$ cat config.mk
export PLATFORM = sky130hd
export DESIGN_NAME = demux_1x4_reg
export DESIGN_NICKNAME = d
export VERILOG_FILES = /design/src/rtl/demux_1x4_reg.sv
export SDC_FILE = /design/constraint.sdc
export NUM_CORES = 1
export LEC_CHECK = 0
export ABC_AREA = 1
export CAP_MARGIN = 20
export CORE_UTILIZATION = 35
export CTS_BUF_LIST = sky130_fd_sc_hd__clkbuf_4 sky130_fd_sc_hd__clkbuf_8
export DETAILED_ROUTE_END_ITERATION = 10
export PLACE_DENSITY = 0.66
export SETUP_SLACK_MARGIN = 0.05
export SYNTH_ARGS = -nofsm -noshare
export SYNTH_HDL_FRONTEND = slang
export SYNTH_SLANG_ARGS = --single-unit
$ cat constraint.sdc
create_clock -name clk -period 1.9 [get_ports clk]
set_clock_uncertainty 0.15 [all_clocks]
set_input_delay 0.285 -clock clk [delete_from_list [all_inputs] [get_ports clk]]
set_output_delay 0.285 -clock clk [all_outputs]
set_load 0.01 [all_outputs]
$ cat src/rtl/demux_1x4_reg.sv
// demux_1x4_reg: registered 1-to-4 demultiplexer with valid/ready handshake.
// Each output channel owns a one-entry holding register. The target channel
// comes from sel, or from an internal round-robin pointer when DEMUX_RR_EN is
// defined (the port list is the same in both builds).
module demux_1x4_reg #(
  parameter int W = 4
) (
  input  logic         clk,
  input  logic         rst_n,
  input  logic [W-1:0] in_data,
  input  logic         in_valid,
  output logic         in_ready,
  input  logic [1:0]   sel,
  output logic [W-1:0] out_a,
  output logic [W-1:0] out_b,
  output logic [W-1:0] out_c,
  output logic [W-1:0] out_d,
  output logic         valid_a,
  output logic         valid_b,
  output logic         valid_c,
  output logic         valid_d,
  input  logic         ready_a,
  input  logic         ready_b,
  input  logic         ready_c,
  input  logic         ready_d,
  output logic [1:0]   cur_sel,
  output logic         busy
);

  logic [W-1:0] data_q [4];
  logic [3:0]   vld_q;
  logic [3:0]   vld_d;
  logic [3:0]   load;
  logic [3:0]   rdy;
  logic         accept;

  assign rdy = {ready_d, ready_c, ready_b, ready_a};

`ifdef DEMUX_RR_EN
  logic [1:0] ptr_q;
  logic       unused_sel;

  assign unused_sel = ^sel;

  // Pointer moves only on an accepted beat, so a full target stalls the input.
  always_ff @(posedge clk or negedge rst_n) begin
    if (!rst_n) begin
      ptr_q <= 2'd0;
    end else if (accept) begin
      ptr_q <= ptr_q + 2'd1;
    end
  end

  assign cur_sel = ptr_q;
`else
  assign cur_sel = sel;
`endif

  // Target is free when empty or being drained this cycle.
  assign in_ready = ~vld_q[cur_sel] | rdy[cur_sel];
  assign accept   = in_valid & in_ready;

  // Per-channel load strobes and next valid: load wins over a same-cycle drain.
  always_comb begin
    load  = 4'b0000;
    vld_d = 4'b0000;
    for (int i = 0; i < 4; i++) begin
      load[i]  = accept && (cur_sel == 2'(i));
      vld_d[i] = load[i] | (vld_q[i] & ~rdy[i]);
    end
  end

  // Valid flags; reset discards any held beat.
  always_ff @(posedge clk or negedge rst_n) begin
    if (!rst_n) begin
      vld_q <= 4'b0000;
    end else begin
      vld_q <= vld_d;
    end
  end

  // Holding registers keep their contents after a drain until the next load.
  always_ff @(posedge clk or negedge rst_n) begin
    if (!rst_n) begin
      for (int i = 0; i < 4; i++) begin
        data_q[i] <= '0;
      end
    end else begin
      for (int i = 0; i < 4; i++) begin
        if (load[i]) begin
          data_q[i] <= in_data;
        end
      end
    end
  end

  assign out_a   = data_q[0];
  assign out_b   = data_q[1];
  assign out_c   = data_q[2];
  assign out_d   = data_q[3];
  assign valid_a = vld_q[0];
  assign valid_b = vld_q[1];
  assign valid_c = vld_q[2];
  assign valid_d = vld_q[3];
  assign busy    = |vld_q;

endmodule

==> run metrics <==
sequential share of the synthesized area 51.1%; Hold Buf Count CTS 0; Worst-Margin Slew 0.304 ns; RR Startpoint vld_q[3]$_DFF_PN0_; Peak supply drop 0.419 mV; Nets 172; vias 912; crit-path max FO 2; sequential share of power around 46%; total power draw 0.00119 W; Arrival @ worst endpoint 1.33 ns; post-detailed-route count of antenna-violating nets 0; Peak Freq approximately 570 MHz; post-CTS resize count 4; Hold Vio Cnt, Final 0; flop2flop setup slack 0.28 ns; Root Buffer clkbuf_4; final setup fails 0; Power Dens Cells roughly 810 nW/um2; CP required approximately 1.5 ns; Slew Viols, Final 0; total CTS buffers 3; yosys warns 0; power share of the clock group 20.4%; Setup WS post-layout 0.135 ns; GP Congestion 0.805; Logic pwr share 33.8%; Die X about 55 um; HP Class in -> async; share of cells above drive strength 1 ~15%; utilization after layout a little under three fifths; worst r2r path cells 9; Worst-Skew Late Latency 0.29 ns; Sw Ratio 29.5%; Setup crit end kind output port; WL/cell roughly 13 um; I/O Buffers 36; post-CTS setup buffers 0; First-pass DRT Iterations 4; syn_nets 125; vias in the first global route 908; ANT cells 0; RSZ-0062 raised after global routing false; CTS tree built; Fin Hold WS between 0.15 and 0.2 ns; Iter 0 DRT Violations 21; largest net degree at the start of global routing 21; Area Overhead vs Synth 49.0%; Avg Cell Area, Syn around 8.7 um2; Core Area 2570 um2; Starting Density 38.2%; num rows 18; leakage 0.716 nW; reg-to-reg endpoint out_d[3]$_DFFE_PN0P_; Vias/cell 4.85; Post-Place Worst Slack -0.321 ns; Die Ht approximately 55 um; Sum Neg Setup Slack 0 ns; P_int 0.000837 W; IO Pins 37; Final min period 1.76 ns; CTS Sinks 20; first-pass GRT wire length 4000 um; Worst Path Class, Setup in -> out; Synth Cell Area 980 um2; Syn Inst Count 112; final WL 2440 um; clk buf depth 2; fillers 251; Clock Pin Slew Worst Setup and Hold Paths 0.11 ns; Psw 0.000350 W; Synth Register Bits 20; Worst slew margin 79.8%; Startpoint Class primary input; total track usage 18.9%; DRC violations left 0; htree depth 1; fin crit share 92.9%; die area 3010 um2; initial antenna violation count 0; status finished clean; total gr overflow 0; placed wire-length estimate between 1500 and 2000 um; Max Cap Viol 0; Netlist cell types 16
## worst max-delay path, cell delays in order
cell and delay, ns:
clkdlybuf4s50_1 0.43, nand3_1 0.10, nand2_1 0.07, nor2_2 0.11, nand2_2 0.06, dlygate4sd2_1 0.28
## kinds of logic (layout without fill, tap and decap cells)
| group | Yosys count | after routing | share of synthesized area [%] |
|---|---|---|---|
| buffers and inverters | 14 | 60 | 8.17 |
| and+or+nand+nor | 74 | 74 | 38.7 |
| AOI/OAI and AO/OA | 4 | 4 | 2.04 |
| DFF | 20 | 20 | 51.1 |
## how the worst max path moves through the flow
| stage | startpoint | endpoint | slack, ns | depth (start not counted) |
|---|---|---|---|---|
| after global routing | sel[1] | in_ready | 0.06 | 7 |
| after floorplan | sel[0] | out_b[0]$_DFFE_PN0P_ | 0.51 | 10 |
| after detailed placement | sel[1] | in_ready | -0.32 | 6 |
| final | ready_c | in_ready | 0.14 | 6 |
| after global placement | sel[1] | in_ready | -0.29 | 6 |
| after CTS | vld_q[1]$_DFF_PN0_ | busy | 0.08 | 3 |
## per-stage QoR
stage | cells | instance area (um2)
floorplan | 112 | 980
global placement | 184 | 1420
detailed placement | 184 | 1420
CTS | 188 | 1460
global route | 188 | 1460
finish | 188 | 1460
## area by class of cell
type | count | area [um2] | share of cell area (%)
clock buffer | 4 | 36.3 | 2.49
timing repair buffer | 49 | 460 | 31.5
inverter | 7 | 26.3 | 1.80
multi-input combinational | 78 | 399 | 27.3
tap | 30 | 37.5 | 2.57
sequential | 20 | 500 | 34.3
## per-layer routing
| layer | global-route usage (%) | up-vias | part of all wire (%) |
|---|---|---|---|
| li1 | - | 460 | - |
| met1 | 24.6 | 425 | 48 |
| met2 | 32.7 | 25 | 47 |
| met3 | 2.46 | 2 | 4.5 |
| met4 | 5.00 | 0 | 0.53 |
| met5 | 0 | - | 0 |
## synth_stat cells
library cell,count,area [um2]
nand4_1,17,106
o21ai_0,4,20.0
nor2_4,1,11.3
buf_2,1,5.00
nand3_4,3,52.6
nand2_2,1,6.26
nand2_1,45,169
nand3_1,4,20.0
buf_6,2,22.5
nor2_1,2,7.51
inv_2,1,3.75
clkbuf_1,1,3.75
buf_4,3,22.5
nor2_2,1,6.26
inv_1,6,22.5
dfrtp_1,20,500
## state kept, by name (all words and copies together), names as in the netlist
signal	count
vld_q	4
out_b	4
out_d	4
out_a	4
out_c	4
## power by group through the flow
stage | Combinational, W | Sequential (W) | Clock (W)
floorplan | 0.000125 | 0.000586 | 0
global placement | 0.000400 | 0.000549 | 0
detailed placement | 0.000407 | 0.000553 | 0
CTS | 0.000407 | 0.000545 | 0.000256
global route | 0.000446 | 0.000553 | 0.000274
finish | 0.000401 | 0.000544 | 0.000242
## cells in the final DEF (no fill, tap or decap), types with 2 or more instances in the layout
cell type and count:
buf_4 12, clkbuf_4 3, clkdlybuf4s50_1 32, dfrtp_1 20
dlygate4sd2_1 3, inv_1 6, nand2_1 45, nand3_1 4
nand3_4 3, nand4_1 17, nor2_1 2, o21ai_0 4
No activity file was read; power rests on OpenSTA's default activity.
